File: config.mk
export PLATFORM = sky130hd
export DESIGN_NAME = cordic_output_buffer
export DESIGN_NICKNAME = d
export VERILOG_FILES = /design/src/rtl/cordic_output_buffer.sv
export SDC_FILE = /design/constraint.sdc
export NUM_CORES = 1
export LEC_CHECK = 0
export CORE_UTILIZATION = 45
export DETAILED_ROUTE_END_ITERATION = 12
export PLACE_DENSITY = 0.66
export SLEW_MARGIN = 25
export SYNTH_ARGS = -nofsm -noshare
export SYNTH_HDL_FRONTEND = slang
export SYNTH_SLANG_ARGS = --single-unit
File: constraint.sdc
create_clock -name clk -period 3.98 [get_ports clk]
set_input_delay 0.796 -clock clk [delete_from_list [all_inputs] [get_ports clk]]
set_output_delay 0.796 -clock clk [all_outputs]
set_load 0.02 [all_outputs]
File: src/rtl/cordic_output_buffer.sv
// Output stage for the CORDIC datapath: buffers finished (X, Y) results in a FIFO and streams them as bus words.
// Optional feature: define CORDIC_OUT_DROPCNT_EN to add the drop_count port and its saturating counter.
module cordic_output_buffer #(
    parameter int WIDTH = 32,
    parameter int DEPTH = 4
) (
    input  logic             clk,
    input  logic             rst_n,
    input  logic [WIDTH-1:0] X,
    input  logic [WIDTH-1:0] Y,
    input  logic             done,
    input  logic [1:0]       mode,
    input  logic             clear,
    output logic [WIDTH-1:0] bus_data_out,
    output logic             bus_valid,
    input  logic             bus_ready,
    output logic             fifo_full,
    output logic             overflow
`ifdef CORDIC_OUT_DROPCNT_EN
    ,
    output logic [7:0]       drop_count
`endif
);

    localparam int AW = $clog2(DEPTH);
    localparam logic [AW:0] CNT_FULL = {1'b1, {AW{1'b0}}};
    localparam logic [AW:0] CNT_ONE  = {{AW{1'b0}}, 1'b1};
    localparam logic [1:0]  MODE_Y    = 2'b01;
    localparam logic [1:0]  MODE_PAIR = 2'b10;

    typedef enum logic [1:0] {
        EMPTY  = 2'b00,
        BEAT_A = 2'b01,
        BEAT_B = 2'b10
    } state_t;

    state_t state, state_nxt;

    logic [WIDTH-1:0] x_mem    [DEPTH];
    logic [WIDTH-1:0] y_mem    [DEPTH];
    logic [1:0]       mode_mem [DEPTH];

    logic [AW:0]      wr_ptr, rd_ptr, count, count_nxt;
    logic [WIDTH-1:0] data_q, data_nxt;
    logic             pair_q, pair_nxt;
    logic             advance, pop, push, drop, fifo_empty;
    logic [WIDTH-1:0] head_x, head_y;
    logic [1:0]       head_mode;

    assign fifo_empty   = (count == '0);
    assign head_x       = x_mem[rd_ptr[AW-1:0]];
    assign head_y       = y_mem[rd_ptr[AW-1:0]];
    assign head_mode    = mode_mem[rd_ptr[AW-1:0]];
    assign bus_valid    = (state != EMPTY);
    assign bus_data_out = data_q;

    // bus_valid comes only from state, so bus_ready never reaches it combinationally
    assign advance = (state == EMPTY) || bus_ready;

    // pair_q marks a BEAT_A word whose Y half is still waiting at the FIFO head
    always_comb begin
        state_nxt = state;
        data_nxt  = data_q;
        pair_nxt  = pair_q;
        pop       = 1'b0;
        if (advance) begin
            if ((state == BEAT_A) && pair_q) begin
                state_nxt = BEAT_B;
                data_nxt  = head_y;
                pair_nxt  = 1'b0;
                pop       = 1'b1;
            end else if (!fifo_empty) begin
                state_nxt = BEAT_A;
                data_nxt  = (head_mode == MODE_Y) ? head_y : head_x;
                pair_nxt  = (head_mode == MODE_PAIR);
                pop       = (head_mode != MODE_PAIR);
            end else begin
                state_nxt = EMPTY;
                data_nxt  = '0;
                pair_nxt  = 1'b0;
            end
        end
    end

    // A pop on the same edge frees the slot, so a full FIFO can still accept
    always_comb begin
        push      = done && !clear && ((count != CNT_FULL) || pop);
        drop      = done && !clear && (count == CNT_FULL) && !pop;
        count_nxt = count;
        case ({push, pop})
            2'b10:   count_nxt = count + CNT_ONE;
            2'b01:   count_nxt = count - CNT_ONE;
            default: count_nxt = count;
        endcase
    end

    always_ff @(posedge clk) begin
        if (push) begin
            x_mem[wr_ptr[AW-1:0]]    <= X;
            y_mem[wr_ptr[AW-1:0]]    <= Y;
            mode_mem[wr_ptr[AW-1:0]] <= mode;
        end
    end

    always_ff @(posedge clk or negedge rst_n) begin
        if (!rst_n) begin
            state     <= EMPTY;
            data_q    <= '0;
            pair_q    <= 1'b0;
            wr_ptr    <= '0;
            rd_ptr    <= '0;
            count     <= '0;
            fifo_full <= 1'b0;
            overflow  <= 1'b0;
        end else if (clear) begin
            state     <= EMPTY;
            data_q    <= '0;
            pair_q    <= 1'b0;
            wr_ptr    <= '0;
            rd_ptr    <= '0;
            count     <= '0;
            fifo_full <= 1'b0;
            overflow  <= 1'b0;
        end else begin
            state     <= state_nxt;
            data_q    <= data_nxt;
            pair_q    <= pair_nxt;
            count     <= count_nxt;
            fifo_full <= (count_nxt == CNT_FULL);
            if (push) begin
                wr_ptr <= wr_ptr + CNT_ONE;
            end
            if (pop) begin
                rd_ptr <= rd_ptr + CNT_ONE;
            end
            if (drop) begin
                overflow <= 1'b1;
            end
        end
    end

`ifdef CORDIC_OUT_DROPCNT_EN
    always_ff @(posedge clk or negedge rst_n) begin
        if (!rst_n) begin
            drop_count <= 8'd0;
        end else if (clear) begin
            drop_count <= 8'd0;
        end else if (drop && (drop_count != 8'hFF)) begin
            drop_count <= drop_count + 8'd1;
        end
    end
`endif

endmodule

; Word-level counts from Yosys, hierarchy flattened
; Memory sizes are Yosys's and may differ from the RTL's.
; Cells that the tools add are included.
[totals]
word_cells = 67
ramBits = 264
out_inout_bits = 35
latchBits = 0
mem_bits_ro = 0
register_bits = 46
memories = 3
[classes]
n_mul = 0
n_reduce_logical = 16
muxes = 27
addsub = 4
shift = 0
bitwise_logic = 0
n_lt_le_gt_ge = 0
n_eq_ne = 9
div = 0
[mem_list]
columns = memory, depth, word_bits, read_ports, rd_ports_with_merged_regs, write_ports, line_no
row1 = x_mem, 4, 32, 1, 0, 1, 39  ; logic [WIDTH-1:0] x_mem [DEPTH];
row2 = y_mem, 4, 32, 1, 0, 1, 40  ; logic [WIDTH-1:0] y_mem [DEPTH];
row3 = mode_mem, 4, 2, 1, 0, 1, 41  ; logic [1:0] mode_mem [DEPTH];
[ops]
columns = cell, count
row1 = 32-bit 2-to-1 mux, 5
row2 = 3-bit 2-to-1 mux, 5
row3 = 1-bit 2-to-1 mux, 13
row4 = 2-bit nonzero test, 5
row5 = 3-bit by 1-bit adder with 3-bit output (second input constant), 3
row6 = 2-bit by 1-bit == test with 1-bit output (second input constant), 3
row7 = 3-bit == test (second input constant), 2
row8 = 2-bit 2-to-1 mux, 3
row9 = 3-bit case mux with 2 select lines, 1
row10 = 1-bit logical AND, 5
row11 = 2-bit == test (second input constant), 2
row12 = 3-bit zero test, 1
row13 = 3-bit inequality test (second input constant), 1
row14 = 3-bit by 1-bit subtractor with 3-bit output (second input constant), 1
row15 = 1-bit zero test, 2
row16 = 2-bit zero test, 1
row17 = 1-bit logical OR, 2
row18 = 2-bit inequality test (second input constant), 1

; Depth between registers and ports, before layout
; An unclocked memory read counts as a cell.
[logic_depth]
ltp_word = 11
depth_mapped = 12

; Worst setup path before layout
; OpenSTA, ideal clock, no wires.
[synth_timing]
path_type = reg2reg
startpoint = reg rd_ptr[0]
endpoint = mem mode_mem[0][0], enable pin
required_time_ps = 3549
stages_incl_launch_ff = 8
setup_slack_ps = 399
t_arrival_ps = 3150
path_cell_list = dfrtp_1 buf_6 mux4_2 nor2b_4 o21ai_4 buf_6 o21a_1 and2_1
[synth_via]
elab_chain_len = 9
[synth_lines]
columns = item, line_no
row1 = start: declaration, 43  ; logic [AW:0] wr_ptr, rd_ptr, count, count_nxt;
row2 = start signal: assignment, 134  ; rd_ptr <= rd_ptr + CNT_ONE;
row3 = memory 4 x 2 bit, n/a
row4 = 2-bit inequality test, 76  ; pop = (head_mode != MODE_PAIR);
row5 = 1-bit 2-to-1 mux, 72  ; end else if (!fifo_empty) begin
row6 = 1-bit 2-to-1 mux, 67  ; if ((state == BEAT_A) && pair_q) begin
row7 = 1-bit 2-to-1 mux, 66  ; if (advance) begin
row8 = 1-bit logical OR, 87  ; push = done && !clear && ((count != CNT_FULL) || pop);
row9 = 1-bit logical AND, 87
row10 = 1-bit 2-to-1 mux, 98  ; if (push) begin
row11 = 1-bit 2-to-1 mux (implied by the code), 101  ; mode_mem[wr_ptr[AW-1:0]] <= mode;
row12 = end: declaration, 41
; No other way between the ends.

; Worst setup path in the final report
[layout_timing]
startpoint = reg rd_ptr[1]
endpoint = reg fifo_full
[layout_via]
elab_chain_len = 11
word_cells_on_any_way = 12
cone_classes = eq/ne (4) / mux (5) / reduce/logical (2) / memory (1)
[layout_lines]
columns = item, line_no
row1 = memory 4 x 2 bit (*), n/a
row2 = 2-bit inequality test (*), 76
row3 = 1-bit 2-to-1 mux (*), 72
row4 = 1-bit 2-to-1 mux (*), 67
row5 = 1-bit 2-to-1 mux (*), 66
row6 = 1-bit logical OR, 87
row7 = 1-bit logical AND, 87
row8 = 2-bit by 1-bit == test with 1-bit output or 2-bit == test (tied branches), 90  ; case ({push, pop})
row9 = 3-bit case mux with 2 select lines (*), 90
row10 = 3-bit == test (*), 129  ; fifo_full <= (count_nxt == CNT_FULL);
row11 = 1-bit 2-to-1 mux (*), 115  ; end else if (clear) begin
row12 = end signal: assignment, 129
row13 = end: declaration, 17  ; output logic fifo_full,
; Mark *: on every way between the ends. The rest lies on a longest branch, timed or not.
; A chain may end at the register's enable or synchronous reset.

==> summary.md <==
| Metric | Value |
|---|---|
| CTS Hold Bufs | `0` |
| Boundary Pins | `106` |
| Cell family with most CP delay | `compound AO/OA/AOI/OAI gates` |
| Clock Sinks | `308` |
| Syn Inst Count | `587` |
| Share of the synthesized area in the top cell type | `66.1%` |
| Reg clk slew, reported paths | `0.06 ns` |
| Setup crit start kind | `flop` |
| Max FO, Critical Path | `28` |
| Final hold vios | `0` |
| Core area | `26100 sq um` |
| Final setup margin | `0.620 ns` |
| CP max stage cell | `dfrtp_4` |
| Avg Inst Size Synth | `20.4 sq um` |
| Worst setup EP type | `flop` |
| Drt drc | `10` |
| Post-route cell area | `14500 sq um` |
| Total die area | `27300 sq um` |
| Worst setup path category | `reg2reg` |
| Post-Place Setup Slack | `0.310 ns` |
| Post-DP HPWL | `14.6 mm` |
| Inserted Clock Buffers | `31` |
| Nets | `785` |
| WP data arrival | `3.76 ns` |
| Final worst path period need | `3.36 ns` |
| Post-synth ARST share | `14.3%` |
| Post-synth EDFFs | `264` |
| Clk_lat worst skew | `0.54 ns` |
| Setup violators final | `0` |
| Placer Congestion | `0.773` |
| Vias in the first global route | `6423` |
| Overall routing resource usage | `18.5%` |
| Buf+Inv Stages, Crit Path | `0` |
| Vias/cell | `5.69` |
| Inserted Diodes | `0` |
| Post-synthesis sequential area ratio | `75.2%` |
| Top_reg_cell synth | `edfxtp_1` |
| Post-Syn Nets | `663` |
| Total power | `8.86 mW` |
| P&R area growth vs syn | `21.1%` |
| Std-Cell Rows | `59` |
| PostCTS Resize Cnt | `0` |
| Synth Register Bits | `308` |
| Count leader, synth | `edfxtp_1` |
| Power Density | `609 nW/um^2` |
| Synth unique cells | `47` |
| Setup crit start | `rd_ptr[1]` |
| Worst r2r src | `rd_ptr[1]` |
| Initial antenna violation count | `0` |
| Layout cell share with drive strength beyond 1 | `20.9%` |
| Vias | `6077` |
| Worst path required time | `4.38 ns` |
| Slew @ Worst Pin | `0.893 ns` |
| Routed Antenna Nets | `0` |
| Max Clk Rate | `298 MHz` |
| Largest net degree at the start of global routing | `44` |
| Fin. max-slew vios | `0` |
| Clock buffer depth | `3` |
| Mean routed wirelength per cell | `22.7 um` |
| Leak | `4.88 nW` |
| DRT Wirelength | `24.2 mm` |
| Yosys warnings | `0` |
| Fin Setup TNS | `0 ns` |
| Initial DRC Count | `650` |
| Clock Tree Root | `clkbuf_16` |
| Status | `finished, violations left` |
| Rel. slew slack | `40.4%` |
| Failing checks | `design-rule violations` |
| Critical-path cell list | `mux4_2 > nor2b_4 > o21ai_4 > nand2_1 > fa_1 > nor2b_1 > nand3_1 > o311ai_0 > nor4_2` |
| Initial Utilization | `45.9%` |
| Port-buffer cells | `105` |
| H-tree depth | `1` |
| Die H | `165 um` |
| CP max stage delay | `0.68 ns` |
| Netlist Area Pre-Place | `12000 sq um` |
| Setup Buffers After CTS | `0` |
| Final period util | `84.4%` |
| Drt first pass iters | `9` |
| CTS tree | `yes` |
| First-pass GRT wire length | `37.2 mm` |
| Max VDD drop | `321 uV` |
| Type of the worst min-delay path | `in2async` |
| Die width | `165 um` |
| Synth top area cells | `edfxtp_1, mux4_2, dfrtp_1` |
| Grt ovf | `0` |
| Placed Area | `13500 sq um` |
| Synth cell count leaders | `edfxtp_1, mux4_2, dfrtp_1, a22oi_1, mux2i_1` |
| RSZ-0062 raised after global routing | `false` |
| Area leader, netlist | `edfxtp_1` |
| # Max-Cap Violations | `0` |
| Fin Clk Skew | `0.00987 ns` |
registers in the layout, summed over array words and instances, names as in the netlist:
name,count
y_mem,128
mode_mem,8
wr_ptr,2
count,3
rd_ptr,2
x_mem,128
fifo_full,1
overflow,1
state,2
bus_data_out,32
pair_q,1
final cells by class:
cell class	instances	area, sq um
Clock buffer	41	853
Timing Repair Buffer	124	1250
Sequential cell	308	9040
Fill cell	1978	11600
Clock inverter	16	141
Inverter	7	26.3
Multi-Input combinational cell	237	2810
Tap cell	335	419
worst paths after layout:
| check | end | slack (ns) | cells after the start |
|---|---|---|---|
| worst max-delay path | fifo_full | 0.62 | 9 |
| worst min-delay path | bus_data_out[14] | 0.38 | 1 |
| worst max register to register | fifo_full | 0.62 | 9 |
| worst min register to register | bus_data_out[18] | 0.52 | 2 |
| max in group asynchronous | rd_ptr[0] | 2.78 | 2 |
| min in group clk | bus_data_out[18] | 0.52 | 2 |
metrics by stage:
stage	cells	utilization, %	hold slack (ns)
3_5_place_dp	1011	51.8	0.514
3_3_place_gp	1011	51.8	0.504
5_1_grt	1068	55.6	0.416
6_report	1068	55.6	0.384
2_1_floorplan	587	-	0.486
4_1_cts	1068	55.6	0.397
cells in the final DEF (no fill, tap or decap), types with 3 or more instances in the layout:
cell type,n
o21ai_1,5
and2_4,4
buf_4,14
clkbuf_16,31
inv_1,7
nor3_1,3
a22oi_1,32
ha_1,4
mux2i_1,32
nor2_1,8
clkbuf_8,4
clkdlybuf4s50_1,104
edfxtp_1,264
dfrtp_1,42
clkinv_1,3
clkinv_2,6
nand2_1,8
mux4_2,66
clkbuf_1,6
clkinvlp_4,3
o211ai_1,4
buf_12,5
o21ai_0,30
nand3_1,4
nor2b_1,3
report_power, final:
part           leakage (nW)  total, mW  switching [mW]  internal (mW)
Combinational          1.41       2.03            1.06          0.966
Sequential             2.99       4.05           0.199           3.85
Clock                 0.483       2.78            1.15           1.63
metal layers:
| layer | up-vias | global-route usage [%] | wire, um |
|---|---|---|---|
| met1 | 3158 | 25.4 | 10300 |
| met5 | - | 0 | 0 |
| met2 | 210 | 30.8 | 12100 |
| met4 | 0 | 5.04 | 444 |
| li1 | 2671 | - | - |
| met3 | 38 | 3.12 | 1370 |
cell families (layout without fill, tap and decap cells):
| logic type | Yosys count | count (layout) | share of synthesized area (%) |
|---|---|---|---|
| and+or+nand+nor | 44 | 44 | 2.13 |
| xor gates and xnor gates | 1 | 1 | 0.0730 |
| AOI/OAI and AO/OA | 85 | 85 | 4.90 |
| buffers and inverters | 42 | 188 | 1.60 |
| DFF | 308 | 308 | 75.2 |
| muxes | 102 | 102 | 15.5 |
| adders and majority gates | 5 | 5 | 0.584 |
No activity file was read; power rests on OpenSTA's default activity.
